==> config.mk <==
export PLATFORM = sky130hd
export DESIGN_NAME = chacha20_mem_arbiter
export DESIGN_NICKNAME = d
export VERILOG_FILES = /design/src/rtl/chacha20_mem_arbiter.sv
export SDC_FILE = /design/constraint.sdc
export NUM_CORES = 1
export LEC_CHECK = 0
export CAP_MARGIN = 0
export CORE_MARGIN = 10
export CORE_UTILIZATION = 43
export CTS_BUF_LIST = sky130_fd_sc_hd__clkbuf_8
export DETAILED_ROUTE_END_ITERATION = 12
export PLACE_DENSITY = 0.87
export SETUP_SLACK_MARGIN = 0.5
export SLEW_MARGIN = 20
export SYNTH_ARGS = -nofsm -noshare
export SYNTH_HDL_FRONTEND = slang
export SYNTH_SLANG_ARGS = --single-unit
==> constraint.sdc <==
create_clock -name clk -period 4.3 [get_ports clk]
set_input_delay 1.075 -clock clk [delete_from_list [all_inputs] [get_ports clk]]
set_output_delay 1.075 -clock clk [all_outputs]
set_load 0.01 [all_outputs]
==> src/rtl/chacha20_mem_arbiter.sv <==
// Two-requester arbiter (CPU = 0, ChaCha20 engine = 1) for a single-port byte RAM with
// registered address, supporting locked bursts and fully pipelined single-cycle reads.
module chacha20_mem_arbiter #(
   parameter int ADDR_W   = 14,
   parameter int DATA_W   = 8,
   parameter int LOCK_MAX = 64
) (
   input  logic              clk,
   input  logic              reset,
   input  logic              req0_valid,
   input  logic              req0_write,
   input  logic [ADDR_W-1:0] req0_address,
   input  logic [DATA_W-1:0] req0_writedata,
   input  logic              req0_lock,
   output logic              req0_ready,
   output logic              req0_rdvalid,
   output logic [DATA_W-1:0] req0_readdata,
   input  logic              req1_valid,
   input  logic              req1_write,
   input  logic [ADDR_W-1:0] req1_address,
   input  logic [DATA_W-1:0] req1_writedata,
   input  logic              req1_lock,
   output logic              req1_ready,
   output logic              req1_rdvalid,
   output logic [DATA_W-1:0] req1_readdata,
   output logic [ADDR_W-1:0] mem_address,
   output logic              mem_chipselect,
   output logic              mem_write,
   output logic [DATA_W-1:0] mem_writedata,
   output logic              mem_debugaccess,
   input  logic [DATA_W-1:0] mem_readdata
);

   localparam int CNT_W = $clog2(LOCK_MAX + 1);

   typedef enum logic [1:0] {
      UNLOCKED,
      LOCK0,
      LOCK1
   } lock_e;

   lock_e             state_q, state_d;
   logic [CNT_W-1:0]  cnt_q, cnt_d;
   logic [CNT_W-1:0]  cnt_inc;
   logic              last_grant_q, last_grant_d;
   logic              rd_pend_q, rd_id_q;
   logic [ADDR_W-1:0] addr_q;
   logic [DATA_W-1:0] rdata0_q, rdata1_q;

   logic              gnt0, gnt1, accept, win_id, win_write, win_lock;
   logic [ADDR_W-1:0] win_addr;
   logic [DATA_W-1:0] win_wdata;

   // Grants are forced low during reset so every output reads 0 while it is held.
   always_comb begin
      gnt0 = 1'b0;
      gnt1 = 1'b0;
      if (!reset) begin
         case (state_q)
            UNLOCKED: begin
               if (req0_valid && req1_valid) begin
                  gnt0 = last_grant_q;
                  gnt1 = !last_grant_q;
               end else begin
                  gnt0 = req0_valid;
                  gnt1 = req1_valid;
               end
            end
            LOCK0:   gnt0 = req0_valid;
            LOCK1:   gnt1 = req1_valid;
            default: ;
         endcase
      end
   end

   assign accept    = gnt0 | gnt1;
   assign win_id    = gnt1;
   assign win_write = gnt1 ? req1_write     : req0_write;
   assign win_lock  = gnt1 ? req1_lock      : req0_lock;
   assign win_addr  = gnt1 ? req1_address   : req0_address;
   assign win_wdata = gnt1 ? req1_writedata : req0_writedata;
   assign cnt_inc   = cnt_q + 1'b1;

   always_comb begin
      state_d      = state_q;
      cnt_d        = cnt_q;
      last_grant_d = last_grant_q;
      if (accept) begin
         last_grant_d = win_id;
         if (win_lock && (cnt_inc < CNT_W'(LOCK_MAX))) begin
            state_d = win_id ? LOCK1 : LOCK0;
            cnt_d   = cnt_inc;
         end else begin
            state_d = UNLOCKED;
            cnt_d   = '0;
         end
      end
   end

   always_ff @(posedge clk or posedge reset) begin
      if (reset) begin
         state_q      <= UNLOCKED;
         cnt_q        <= '0;
         last_grant_q <= 1'b1;
      end else begin
         state_q      <= state_d;
         cnt_q        <= cnt_d;
         last_grant_q <= last_grant_d;
      end
   end

   // Read return path: the RAM answers one cycle after the accepted address.
   always_ff @(posedge clk or posedge reset) begin
      if (reset) begin
         rd_pend_q <= 1'b0;
         rd_id_q   <= 1'b0;
         addr_q    <= '0;
         rdata0_q  <= '0;
         rdata1_q  <= '0;
      end else begin
         rd_pend_q <= accept & ~win_write;
         if (accept) begin
            rd_id_q <= win_id;
            addr_q  <= win_addr;
         end
         if (req0_rdvalid) rdata0_q <= mem_readdata;
         if (req1_rdvalid) rdata1_q <= mem_readdata;
      end
   end

   assign req0_ready      = gnt0;
   assign req1_ready      = gnt1;
   assign req0_rdvalid    = rd_pend_q & ~rd_id_q;
   assign req1_rdvalid    = rd_pend_q &  rd_id_q;
   assign req0_readdata   = req0_rdvalid ? mem_readdata : rdata0_q;
   assign req1_readdata   = req1_rdvalid ? mem_readdata : rdata1_q;
   assign mem_chipselect  = accept;
   assign mem_write       = accept & win_write;
   assign mem_debugaccess = mem_write;
   assign mem_address     = accept ? win_addr : addr_q;
   assign mem_writedata   = accept ? win_wdata : '0;

endmodule

### After elaboration in Yosys (flattened, before gate mapping)

Index checks and enable logic that the tools add are counted.

| word-level totals | value |
|---|---|
| register bits | 42 |
| input port bits | 60 |
| output and inout port bits | 45 |
| word-level logic and storage cells | 40 |

| cells by class | value |
|---|---|
| add/sub/neg operators | 1 |
| order comparisons | 1 |
| eq/ne operators | 2 |
| multiplexer cells | 17 |
| bitwise gates (word level) | 7 |
| reductions and logical operators | 4 |

Operators by type and width:

| operator | count |
|---|---|
| $mux W8 | 4 |
| $mux W14 | 2 |
| $add A7 B1 Y7 const B | 1 |
| $lt A7 B7 Y1 const B | 1 |
| $mux W7 | 1 |
| $mux W1 | 6 |
| $and A1 B1 Y1 | 4 |
| $mux W2 | 2 |
| $pmux W1 S2 | 2 |
| $eq A2 B1 Y1 const B | 1 |
| $eq A2 B2 Y1 const B | 1 |
| $logic_and A1 B1 Y1 | 2 |
| $logic_not A2 Y1 | 1 |
| $not A1 Y1 | 2 |
| $logic_not A1 Y1 | 1 |
| $or A1 B1 Y1 | 1 |

### Logic depth before layout (Yosys ltp)

| logic depth | value |
|---|---|
| depth in word-level cells | 7 |
| mapped depth | 6 |
| depth with buffers taken out | 5 |

### Least setup slack after synthesis

OpenSTA, ideal clock, no wires.

| path | value |
|---|---|
| path kind | input -> output |
| from | input port req0_valid |
| to | output port mem_write |
| arrival time | 2.124 ns |
| required time | 3.225 ns |
| slack | 1.101 ns |
| cell stages on the path | 6 |
| buffers on the path | 3 |
| path through | nand2b_1 a21o_1 buf_2 buf_2 nor2_1 buf_4 |

| between the ends | value |
|---|---|
| cells in the longest elaborated chain, start to end | 6 |
| elaborated cells between the ends (all ways) | 10 |
| those cells by class | mux (7); bitwise (2); reduce/logical (1) |

Ends and longest elaborated chain:

| element | line | text |
|---|---|---|
| start, declared | 10 | `input logic req0_valid,` |
| $logic_and A1 B1 Y1 | 61 | `if (req0_valid && req1_valid) begin` |
| $mux W1 | 61 |  |
| $pmux W1 S2 | 59 | `case (state_q)` |
| $mux W1 | 58 | `if (!reset) begin` |
| $or A1 B1 Y1 / $mux W1 (equally long branches) | 76, 78 |  |
| $and A1 B1 Y1 (*) | 138 | `assign mem_write = accept & win_write;` |
| end, declared | 28 | `output logic mem_write,` |

Every way passes the cells marked *; elsewhere a longest branch is shown, timed or not.

### Worst setup path in the final report

| path | value |
|---|---|
| from | input port reset |
| to | output port mem_address[1] |

| between the ends | value |
|---|---|
| cells in the longest elaborated chain, start to end | 3 |
| elaborated cells between the ends (all ways) | 5 |
| those cells by class | mux (4); bitwise (1) |

Ends and longest elaborated chain:

| element | line | text |
|---|---|---|
| start, declared | 9 | `input logic reset,` |
| $mux W1 | 58 |  |
| $mux W14 / $or A1 B1 Y1 (equally long branches) | 80, 76 |  |
| $mux W14 (*) | - |  |
| end, declared | 26 | `output logic [ADDR_W-1:0] mem_address,` |

Marks and branches as above.

==> results.sh <==
export IMPL_min_delay_path_class="flop to flop"
export IMPL_via_per_inst=5.279
export IMPL_area_growth_syn_to_layout_pct=71.87
export IMPL_seq_area_frac_synth_pct=53.64
export IMPL_setup_viol=0
export IMPL_drive_above_1_share_pct=19.87
export IMPL_finalSetupTns_ps=0
export IMPL_die_h_um=87.55
export IMPL_crit_arrival_ps=2650
export IMPL_cts_buffer_depth=2
export IMPL_synth_seq_cells=42
export IMPL_std_cell_rows=24
export IMPL_synth_fp_nets=247
export IMPL_h_tree_depth=2
export IMPL_gp_congestion=0.7704
export IMPL_wl_per_cell_um=19.43
export IMPL_worst_pin_slew_ps=764.3
export IMPL_synth_top_area_cell="dfrtp_1"
export IMPL_clockRootBuffer="clkbuf_8"
export IMPL_final_area_um2=3372
export IMPL_endpoint_kind="output pin"
export IMPL_critPathKind="input port to output pin"
export IMPL_max_cap_viol_count=0
export IMPL_cts_tree="built"
export IMPL_core_area_um2=4384
export IMPL_cts_buffers=5
export IMPL_synth_top_area_share_pct=52.30
export IMPL_antenna_found_initial=0
export IMPL_first_pass_iters=4
export IMPL_grt_use_total_pct=17.46
export IMPL_drc=0
export IMPL_fin_crit_ps=3723
export IMPL_post_route_period_util_pct=86.58
export IMPL_avgSynthCellArea_um2=10.55
export IMPL_hpwl_um=4921
export IMPL_first_global_vias=2168
export IMPL_vias=1948
export IMPL_power_switching_mw=0.6610
export IMPL_fp_dieW_um=87.55
export IMPL_crit_chain="dlygate4sd2_1 > nor3b_4 > nand2_1 > inv_2 > bufbuf_16 > nand2_1 > a31oi_1 > dlygate4sd2_1"
export IMPL_yosys_warnings=0
export IMPL_port_buffers=104
export IMPL_floorplan_initialDensity_pct=44.75
export IMPL_fillers=302
export IMPL_dpl_cell_area_um2=3094
export IMPL_nets=377
export IMPL_ys_types=35
export IMPL_cp_max_fo=12
export IMPL_internal_power_mw=1.237
export IMPL_worstSkewPairLatency_ps=300
export IMPL_status="complete, no violations"
export IMPL_crit_path_start_kind="input port"
export IMPL_path_delay_family="buffers and inverters"
export IMPL_clock_sinks=42
export IMPL_vdd_ir_drop_max_uv=290.9
export IMPL_dieArea_um2=7664
export IMPL_crit_slowest_cell="dlygate4sd2_1"
export IMPL_required_ps=3220
export IMPL_gr_total_overflow=0
export IMPL_io_pins=105
export IMPL_clk_pin_slew_ps=90
export IMPL_switching_share_pct=34.82
export IMPL_fmax_mhz=268.6
export IMPL_cellPowerDensity_nw_per_um2=563.0
export IMPL_antennaDiodeCount=0
export IMPL_hold_viol=0
export IMPL_rsz0062_at_grt="no"
export IMPL_grt_first_pass_wirelength_um=10740
export IMPL_combPwrFrac_pct=52.3
export IMPL_critPathBufInv=4
export IMPL_synth_area_leaders="dfrtp_1 52%, mux2_2 9.2%, nand2_1 6.3%"
export IMPL_maxSlewViolCount=0
export IMPL_drt_total_wl_um=7170
export IMPL_drtAntennaViolNets=0
export IMPL_synth_cells=186
export IMPL_synth_cell_area_um2=1962
export IMPL_first_iter_violations=91
export IMPL_grt_max_degree=30
export IMPL_slowest_delay_ps=310
export IMPL_seqPwrFrac_pct=33.6
export IMPL_skew_ps=12.17
export IMPL_slew_headroom_pct=48.94
export IMPL_p_leak_nw=1.574
export IMPL_clkPwrFrac_pct=14.1
[placed cells by master (no fill, tap or decap), types with 3 or more instances in the layout]
cell and n:
o21ai_0 3, a21oi_1 11, clkdlybuf4s50_1 76, a22o_1 8
mux2_2 16, inv_1 3, clkbuf_8 5, dfrtp_1 41
dlygate4sd2_1 26, nand2_1 33, nor2_1 12, a31oi_1 6
buf_4 26, a21o_1 9
[flip-flops by register name, indices dropped and copies added (netlist names)]
| signal | cells |
|---|---|
| addr_q | 14 |
| cnt_q | 7 |
| last_grant_q | 1 |
| rd_id_q | 1 |
| rd_pend_q | 1 |
| rdata0_q | 8 |
| rdata1_q | 8 |
| state_q | 2 |
[power by group through the flow]
stage / clock (mW) / combinational [mW] / sequential, mW
2_1_floorplan: 0 / 0.452 / 0.620
3_3_place_gp: 0 / 0.917 / 0.632
3_5_place_dp: 0 / 0.940 / 0.641
4_1_cts: 0.273 / 0.978 / 0.635
5_1_grt: 0.286 / 1.07 / 0.653
6_report: 0.267 / 0.993 / 0.638
[area by class of cell]
| cell class | count | area, um^2 | share of cell area [%] |
|---|---|---|---|
| Clock buffer | 5 | 68.82 | 2.041 |
| Clock inverter | 3 | 23.77 | 0.7050 |
| Inverter | 6 | 27.53 | 0.8163 |
| Multi-Input combinational cell | 128 | 869.6 | 25.79 |
| Sequential cell | 42 | 1052 | 31.21 |
| Tap cell | 52 | 65.06 | 1.930 |
| Timing Repair Buffer | 133 | 1265 | 37.51 |
[kinds of logic (layout without fill, tap and decap cells)]
family	after synthesis	after routing	share of synthesized area, %
and+or+nand+nor	60	60	13.97
muxes	18	18	10.20
buffers and inverters	16	147	3.890
xor gates and xnor gates	2	2	0.8930
AOI/OAI and AO/OA	47	47	16.77
DFF	42	42	53.64
adders and majority gates	1	1	0.6377
[Yosys cell counts]
| cell type | n |
|---|---|
| a211o_1 | 1 |
| a211oi_1 | 1 |
| a21bo_1 | 1 |
| a21o_1 | 9 |
| a21oi_1 | 12 |
| a22o_1 | 8 |
| a22oi_1 | 2 |
| a31oi_1 | 6 |
| and2_1 | 2 |
| buf_2 | 4 |
| buf_4 | 3 |
| clkbuf_1 | 3 |
| dfrtp_1 | 41 |
| dfstp_2 | 1 |
| ha_1 | 1 |
| inv_1 | 4 |
| inv_2 | 2 |
| mux2_2 | 16 |
| mux2i_1 | 2 |
| nand2_1 | 33 |
| nand2b_1 | 3 |
| nand3_1 | 2 |
| nand3b_1 | 1 |
| nand4b_1 | 1 |
| nor2_1 | 12 |
| nor2b_1 | 1 |
| nor3_1 | 2 |
| nor3b_4 | 1 |
| o21a_1 | 1 |
| o21ai_0 | 3 |
| o21ai_1 | 1 |
| o32ai_1 | 1 |
| o41ai_2 | 1 |
| or3_1 | 2 |
| xnor2_1 | 2 |
[path summary, 6_finish.rpt]
path | start | end | slack (ps) | depth (start not counted)
worst min register to register | rdata0_q[5] | rdata0_q[5] | 500 | 1
worst max register to register | state_q[0] | cnt_q[5] | 1040 | 21
worst min-delay path | rdata0_q[5] | rdata0_q[5] | 500 | 1
worst max-delay path | reset | mem_address[1] | 580 | 8
min in group asynchronous | reset | state_q[1] | 1080 | 3
max in group asynchronous | reset | rdata0_q[5] | 2500 | 4
[metal layers]
layer  vias to the layer above  wire (um)  GRT usage (%)
met4                         0        158          5.362
met3                        12        585          6.314
met1                       943       2759          18.50
met5                         -          0              0
met2                        82       3667          31.48
li1                        911          -              -
[metrics by stage]
step                worst slack [ps]  hold slack, ps  utilization (%)  total power [mW]  instances
floorplan                       1101           478.2                -             1.072        186
detailed placement             174.1           484.1            70.58             1.581        341
global placement               226.7           478.9            70.58             1.549        341
finish                         577.0           500.7            76.91             1.898        369
global route                   522.7           514.9            76.91             2.012        369
CTS                            393.1           503.9            76.31             1.885        368
[what timing repair did]
| item | CTS | global route |
|---|---|---|
| pin swaps | 2 | 2 |
| gates resized for setup | 36 | 4 |
| hold endpoints to repair | 0 | 0 |
| hold buffers | 0 | 0 |
| setup buffers | 18 | 1 |
| setup endpoints to repair | 26 | 23 |
| cloned | 1 | 0 |
Note: power is estimated with default switching activity, not from simulation.
